`config.mk`:
```
export PLATFORM = sky130hd
export DESIGN_NAME = if_id_queue
export DESIGN_NICKNAME = d
export VERILOG_FILES = /design/src/rtl/if_id_queue_pkg.sv /design/src/rtl/if_id_entry_ram.sv /design/src/rtl/if_id_queue.sv
export SDC_FILE = /design/constraint.sdc
export NUM_CORES = 1
export LEC_CHECK = 0
export ABC_AREA = 1
export BUFFER_PORTS_ARGS = -buffer_cell sky130_fd_sc_hd__buf_2
export CAP_MARGIN = 5
export CORE_MARGIN = 2
export CORE_UTILIZATION = 40
export CTS_CLUSTER_SIZE = 14
export DETAILED_ROUTE_END_ITERATION = 12
export GPL_ROUTABILITY_DRIVEN = 0
export GPL_TIMING_DRIVEN = 0
export PLACE_DENSITY_LB_ADDON = 0.05
export SYNTH_ARGS = -nofsm -noshare
export SYNTH_HDL_FRONTEND = slang
export SYNTH_SLANG_ARGS = --single-unit
```
`constraint.sdc`:
```
create_clock -name clk -period 2.6 [get_ports clk]
set_input_delay 0.26 -clock clk [delete_from_list [all_inputs] [get_ports clk]]
set_output_delay 0.26 -clock clk [all_outputs]
set_load 0.005 [all_outputs]
```
`src/rtl/if_id_queue_pkg.sv`:
```
// Shared definitions for the fetch-to-decode instruction queue.
// Holds the default NOP/HALT encodings, the queue entry layout and a HALT decoder.
// Imported by if_id_queue and if_id_entry_ram.
package if_id_queue_pkg;

    localparam logic [15:0] NOP_WORD_DEF = 16'h0800;
    localparam logic [4:0]  HALT_OP_DEF  = 5'b00000;

    typedef struct packed {
        logic [15:0] instr;
        logic [15:0] pc_next;
    } entry_t;

    // HALT is identified purely by the opcode field [15:11].
    function automatic logic is_halt(input logic [15:0] instr, input logic [4:0] op);
        return instr[15:11] == op;
    endfunction

endpackage

```
`src/rtl/if_id_entry_ram.sv`:
```
// Entry storage for the fetch-to-decode queue: DEPTH x 32-bit register array.
// Ports: clk/rst, write port (wr_en, wr_ptr, wdata), asynchronous read (rd_ptr -> rdata).
// Contents are cleared on reset so no stale entry survives a mid-stream reset.
module if_id_entry_ram
    import if_id_queue_pkg::*;
#(
    parameter int DEPTH = 2,
    localparam int AW  = $clog2(DEPTH)
) (
    input  logic          clk,
    input  logic          rst,
    input  logic          wr_en,
    input  logic [AW-1:0] wr_ptr,
    input  entry_t        wdata,
    input  logic [AW-1:0] rd_ptr,
    output entry_t        rdata
);

    entry_t mem [DEPTH];

    always_ff @(posedge clk or posedge rst) begin
        if (rst) begin
            for (int i = 0; i < DEPTH; i++) begin
                mem[i] <= '0;
            end
        end else if (wr_en) begin
            mem[wr_ptr] <= wdata;
        end
    end

    assign rdata = mem[rd_ptr];

endmodule

```
`src/rtl/if_id_queue.sv`:
```
// Fetch-to-decode instruction queue: in-order circular buffer of {instr, pc_next}
// with flush, sticky HALT latching and fetch backpressure through f_ready.
// Ports: fetch side f_*, decode side d_*, flush, halted, count (occupancy).
// Optional macro IF_ID_BYPASS_EN: empty-queue same-cycle pass-through from fetch to decode.
module if_id_queue
    import if_id_queue_pkg::*;
#(
    parameter int          DEPTH    = 2,
    parameter logic [15:0] NOP_WORD = NOP_WORD_DEF,
    parameter logic [4:0]  HALT_OP  = HALT_OP_DEF,
    localparam int AW = $clog2(DEPTH),
    localparam int CW = $clog2(DEPTH) + 1
) (
    input  logic          clk,
    input  logic          rst,
    input  logic [15:0]   f_instr,
    input  logic [15:0]   f_pc_next,
    input  logic          f_valid,
    output logic          f_ready,
    output logic [15:0]   d_instr,
    output logic [15:0]   d_pc_next,
    output logic          d_valid,
    input  logic          d_ready,
    input  logic          flush,
    output logic          halted,
    output logic [CW-1:0] count
);

    localparam logic [CW-1:0] FULL_CNT = CW'(DEPTH);

    logic [AW-1:0] wr_ptr_q;
    logic [AW-1:0] rd_ptr_q;
    logic [CW-1:0] count_q;
    logic          halted_q;
    logic [15:0]   last_pc_q;
    entry_t        head;
    entry_t        wdata;
    logic          head_vld;
    logic          enq;
    logic          bypass;
    logic          wr;
    logic          rd;

    assign head_vld = (count_q != '0);

    // A full queue does not accept even when decode frees a slot this cycle.
    assign f_ready  = (count_q < FULL_CNT) && !halted_q && !flush;
    assign enq      = f_valid && f_ready;

`ifdef IF_ID_BYPASS_EN
    // enq already excludes flush, so a flush suppresses the bypass.
    assign bypass = !head_vld && enq && d_ready;
`else
    assign bypass = 1'b0;
`endif

    // A bypassed word is consumed straight from fetch and never stored.
    assign wr    = enq && !bypass;
    assign rd    = head_vld && d_ready;
    assign wdata = '{instr: f_instr, pc_next: f_pc_next};

    if_id_entry_ram #(.DEPTH(DEPTH)) u_ram (
        .clk    (clk),
        .rst    (rst),
        .wr_en  (wr),
        .wr_ptr (wr_ptr_q),
        .wdata  (wdata),
        .rd_ptr (rd_ptr_q),
        .rdata  (head)
    );

    always_ff @(posedge clk or posedge rst) begin
        if (rst) begin
            wr_ptr_q <= '0;
            rd_ptr_q <= '0;
            count_q  <= '0;
            halted_q <= 1'b0;
        end else if (flush) begin
            wr_ptr_q <= '0;
            rd_ptr_q <= '0;
            count_q  <= '0;
            halted_q <= 1'b0;
        end else begin
            if (wr) begin
                wr_ptr_q <= wr_ptr_q + AW'(1);
            end
            if (rd) begin
                rd_ptr_q <= rd_ptr_q + AW'(1);
            end
            case ({wr, rd})
                2'b10:   count_q <= count_q + CW'(1);
                2'b01:   count_q <= count_q - CW'(1);
                default: count_q <= count_q;
            endcase
            if (enq && is_halt(f_instr, HALT_OP)) begin
                halted_q <= 1'b1;
            end
        end
    end

    // Remembers whatever was last shown on d_pc_next so it can be held while empty.
    always_ff @(posedge clk or posedge rst) begin
        if (rst) begin
            last_pc_q <= '0;
        end else begin
            last_pc_q <= d_pc_next;
        end
    end

    always_comb begin
        d_valid   = head_vld;
        d_instr   = head_vld ? head.instr : NOP_WORD;
        d_pc_next = head_vld ? head.pc_next : last_pc_q;
        if (bypass) begin
            d_valid   = 1'b1;
            d_instr   = f_instr;
            d_pc_next = f_pc_next;
        end
    end

    assign halted = halted_q;
    assign count  = count_q;

endmodule

```
; Word level (Yosys, flattened, before mapping)
; Index checks and enable logic that the tools add are counted.
[totals]
latchBits = 0
romBits = 0
out_inout_bits = 37
n_memories = 0
ram_bits = 0
word_cells = 51
input_bits = 37
reg_bits = 85
[classes]
div = 0
n_addsub = 4
muxes = 16
reduce_logical = 14
n_eq_ne = 2
bitwise = 2
n_lt_le_gt_ge = 4
shift = 0
mul = 0
[op_table]
columns = cell, n
row1 = 32-bit 2-to-1 mux, 4
row2 = 64-bit bitwise mux, 1
row3 = 32-bit demux with 1-bit select, 1
row4 = 16-bit 2-to-1 mux, 2
row5 = 2-bit nonzero test, 4
row6 = 1-bit logical AND, 6
row7 = 1-bit 2-to-1 mux, 6
row8 = 5-bit zero test, 1
row9 = 2-bit >= comparator (second input constant), 2
row10 = 1-bit NOT with 2-bit output, 2
row11 = 2-bit one-hot mux with 2 select lines, 1
row12 = 3-bit nonzero test, 1
row13 = 1-bit adder (second input constant), 2
row14 = 2-bit by 1-bit adder with 2-bit output (second input constant), 1
row15 = 2-bit by 1-bit == test with 1-bit output (second input constant), 1
row16 = 2-bit == test (second input constant), 1
row17 = 1-bit zero test, 2
row18 = 2-bit by 1-bit < comparator with 1-bit output (second input constant), 1
row19 = 2-bit < comparator (second input constant), 1
row20 = 2-bit 2-to-1 mux, 1
row21 = 2-bit by 1-bit subtractor with 2-bit output (second input constant), 1

; Depth between registers and ports, before layout
[logic_depth]
depth_word = 7
ltp_mapped = 8
depth_no_buf = 7

; By module
; Synthesis repeated with hierarchy kept, for this count alone.
[hier_totals]
hier_cells = 522
hier_area_um2 = 4085.2
[modules_own_cells]
columns = mod, cells_per_inst, area_each_um2, n_inst
row1 = if_id_entry_ram, 383, 3062.9, 1
row2 = if_id_queue, 139, 1022.2, 1

; Worst setup path before layout
; No wires, ideal clock.
[synth_path]
kind = register to output
start = reg count_q[0], in the netlist count[0]
end = out d_pc_next[5]
slack_ns = 1.213
required_time_ns = 2.340
t_arrival_ns = 1.127
stages_incl_launch_ff = 5
path_cell_list = dfrtp_1 > nor2_2 > buf_2 > a21oi_1 > a21oi_1
[synth_between]
elab_chain_cells = 2
[synth_lines]
columns = item, line
row1 = start: declaration, if_id_queue.sv:33  ; logic [CW-1:0] count_q;
row2 = start signal: assignment, if_id_queue.sv:91  ; 2'b10: count_q <= count_q + CW'(1);
row3 = start signal: assignment, if_id_queue.sv:92  ; 2'b01: count_q <= count_q - CW'(1);
row4 = start signal: assignment, if_id_queue.sv:93  ; default: count_q <= count_q;
row5 = 2-bit nonzero test, if_id_queue.sv:44  ; assign head_vld = (count_q != '0);
row6 = 16-bit 2-to-1 mux, if_id_queue.sv:113  ; d_pc_next = head_vld ? head.pc_next : last_pc_q;
row7 = end: declaration, if_id_queue.sv:21  ; output logic [15:0] d_pc_next,
; Every way passes these cells.

; Worst setup path after layout
[layout_path]
start = reg rd_ptr_q
end = out d_pc_next[15]
[layout_between]
elab_chain_cells = 5
[layout_lines]
columns = item, line
row1 = start: declaration, if_id_queue.sv:32  ; logic [AW-1:0] rd_ptr_q;
row2 = start signal: assignment, if_id_queue.sv:88  ; rd_ptr_q <= rd_ptr_q + AW'(1);
row3 = 1-bit NOT with 2-bit output (not written as such), if_id_entry_ram.sv:31  ; assign rdata = mem[rd_ptr];
row4 = 32-bit 2-to-1 mux (not written as such) (3 in series), if_id_entry_ram.sv:31
row5 = 16-bit 2-to-1 mux, if_id_queue.sv:113
; Every way passes these cells. The select of a mux whose other input is x is not followed.

==> metrics.md <==
| Metric | Value |
|---|---|
| Outcome | completed |
| Total nets after synthesis | 477 |
| Arrival time of the worst setup path | 1.91 ns |
| Number of remaining DRC errors | 0 |
| Critical Path Fanout Max | 10 |
| N_diodes | 0 |
| Post-layout min period | 2.17 ns |
| Hold crit path type | in -> reg |
| Register-to-Register Setup Slack | 1.03 ns |
| Remaining max-slew budget at the tightest pin | 62.8% |
| Max Clock Skew | 0.0115 ns |
| Number of iterations in the first detailed-routing pass | 4 |
| Hold slack | 0.120 ns |
| # port buffers | 73 |
| Fill cell total of the finished layout | 925 |
| Transition time of the tightest slew-check pin | 0.557 ns |
| Post-synth EDFFs | 0 |
| Share of the yosys chip area belonging to registers | 57.4% |
| Number of buffer and inverter instances along the worst setup path | 3 |
| Via count of the first global-routing pass | 3,156 |
| Category of the worst setup path capture point | output pin |
| Max-cap violations | 0 |
| Master of the slowest instance on the critical path | clkbuf_1 |
| Mapped cell area | 3710 µm² |
| RSZ-0062 raised after global routing | false |
| CTS resizes | 0 |
| Kind of start point of the critical path | flop |
| Via count | 3,116 |
| Avg Inst Size Synth | 8.42 µm² |
| Cell row count | 35 |
| TritonCTS clock tree | built |
| Depth of the CTS H-tree | 3 |
| Yosys warnings | 0 |
| Endpoint required time on the critical path | 2.34 ns |
| Final worst slack | 0.428 ns |
| Die footprint | 10,100 µm² |
| Cell Chain, Critical Path | buf_2, clkbuf_1, a21oi_1, a21oi_1, buf_2 |
| Largest net degree at the start of global routing | 46 |
| Clk_lat worst skew | 0.35 ns |
| Critical path type | reg -> out |
| List of most frequent post-synthesis cells | nand2_1, dfrtp_1, a21oi_1, o21ai_0, inv_1 |
| I/O pins | 74 |
| Reg2Reg Depth | 5 |
| Detailed-route vias per instance | 4.86 |
| Global route overflow | 0 |
| Final setup violating endpoints | 0 |
| HPWL after DPL | 6.56 mm |
| Number of buffers on the longest clock path | 2 |
| Count of nets after finishing | 563 |
| GRT Overall Usage | 20.1% |
| Wire length of the first global-routing pass | 15.6 mm |
| Hold path depth | 3 |
| Leading cell type by number of instances after synthesis | nand2_1 |
| Post-synthesis cell type with the largest combined area | dfrtp_1 |
| Capturing point of the worst reg2reg path | u_ram.mem[20] |
| Count of nets left with antenna violations after detail routing | 0 |
| Violation count after the first detailed-route iteration | 136 |
| Clock transition at the registers of the reported paths | 0.09 ns |
| Wire per inst | 14.6 µm |
| Top delay family on crit path | buffers and inverters |
| PD cells | 1100 nW/µm² |
| CTS Root Cell | clkbuf_8 |
| Inserted Clock Buffers | 9 |
| Cell Count, Final, Fillers Out | 641 |
| Clock sink count | 85 |
| Number of distinct standard cells referenced by the synthesized netlist | 20 |
| Total count of max-transition violations in the final report | 0 |
| Routed wire length | 9.37 mm |
| Share of the clock period used by the worst path | 83.5% |
| CP endpoint | d_pc_next[15] |
| Number of synthesized register bits | 85 |
| Area growth from synthesis to layout | 20.5% |
| Worst path max stage delay | 0.42 ns |
| Leakage power summed over all cells | 2.33 nW |
| Overall die height | 100 µm |
| Post-place setup slack | 0.758 ns |
| Synth Instances | 440 |
| Layout cell share with drive strength beyond 1 | 21.1% |
| Worst vdd rail ir drop | 0.459 mV |
| Placed Instances | 625 |
| Async S/R FF share, synth | 100% |
| Synth top area share | 57.4% |
| Endpoints failing hold | 0 |
| Core Box Area | 9110 µm² |
| Starting density of the core | 40.7% |
| Origin of the critical flop-to-flop path | count[1] |
| Ranking of synthesized cells by area | dfrtp_1, nand2_1, a21oi_1, o21ai_0, inv_1 |
| Cell depth of the worst setup path | 5 |
| Die span in x | 100 µm |
| Antenna violations before repair | 0 |
| Achievable frequency | 460 MHz |
| Most frequently used flop master after synthesis | dfrtp_1 |
| Worst setup path start | rd_ptr_q |
## report_power, final
group          leakage, nW  total (W)  switching [W]  internal, W
clock network        0.105    0.00103       0.000465     0.000561
logic                 1.18    0.00173        0.00104     0.000685
registers             1.04    0.00217       0.000247      0.00192
total                 2.33    0.00492        0.00176      0.00317
## area by class of cell
| cell class | count | area, µm² | share of cell area [%] |
|---|---|---|---|
| buffer | 25 | 166 | 3.73 |
| clock buffer | 11 | 141 | 3.17 |
| clock inverter | 4 | 72.6 | 1.63 |
| inverter | 26 | 100 | 2.24 |
| multi-input combinational | 304 | 1320 | 29.5 |
| sequential | 85 | 2130 | 47.6 |
| tap | 111 | 139 | 3.11 |
| timing repair buffer | 75 | 403 | 9.02 |
## worst min path at each step
stage	startpoint	slack (ns)	endpoint
CTS	f_pc_next[2]	0.11	u_ram.mem[2]
global route	f_pc_next[8]	0.11	u_ram.mem[40]
floorplan	flush	0.37	halted
detailed placement	rst	0.36	u_ram.mem[30]
finish	f_instr[10]	0.12	u_ram.mem[58]
global placement	u_ram.mem[50]	0.45	u_ram.mem[50]
## state kept, by name (all words and copies together) (netlist names)
register / cells
wr_ptr_q: 1
rd_ptr_q: 1
u_ram.mem: 64
count: 2
halted: 1
last_pc_q: 16
## metrics by stage
stage	utilization [%]	TNS [ns]	area, µm²	total power (W)
floorplan	-	0	3710	0.00324
global placement	46.2	-85.38	4210	0.00389
detailed placement	46.6	0	4240	0.00395
CTS	49.0	0	4460	0.00499
global route	49.0	0	4460	0.00536
finish	49.0	0	4460	0.00492
## cells by family (layout without fill, tap and decap cells)
family,count (synthesis),in the layout,share of synthesized area (%)
compound gates,98,98,13.3
flops,85,85,57.4
buf+inv,51,141,7.12
simple gates,206,206,22.1
## layout by cell type, fill, tap and decap left out, types with 6 or more instances in the layout
cell type / netlist / routed
a21oi_1: 48 / 48
buf_2: 7 / 80
buf_6: 7 / 7
clkbuf_1: 7 / 8
clkbuf_8: 0 / 10
dfrtp_1: 85 / 85
inv_1: 25 / 24
nand2_1: 172 / 172
nand3_1: 6 / 6
nor2_1: 20 / 20
o21ai_0: 48 / 48
## timing repair
item,in CTS,in global routing
hold buffers,1,0
hold endpoints to repair,40,0
buffers inserted,0,0
## routing by layer
| metal | routed length [µm] | track usage [%] |
|---|---|---|
| met4 | 119 | 6.43 |
| met3 | 362 | 3.69 |
| met1 | 4780 | 27.9 |
| met2 | 4120 | 32.1 |
| met5 | 0 | 0 |
## worst min-delay path, stage by stage
cell and delay (ns):
buf_2 0.09, nand2_1 0.05, nand2_1 0.05
Note: power is estimated with default switching activity, not from simulation.
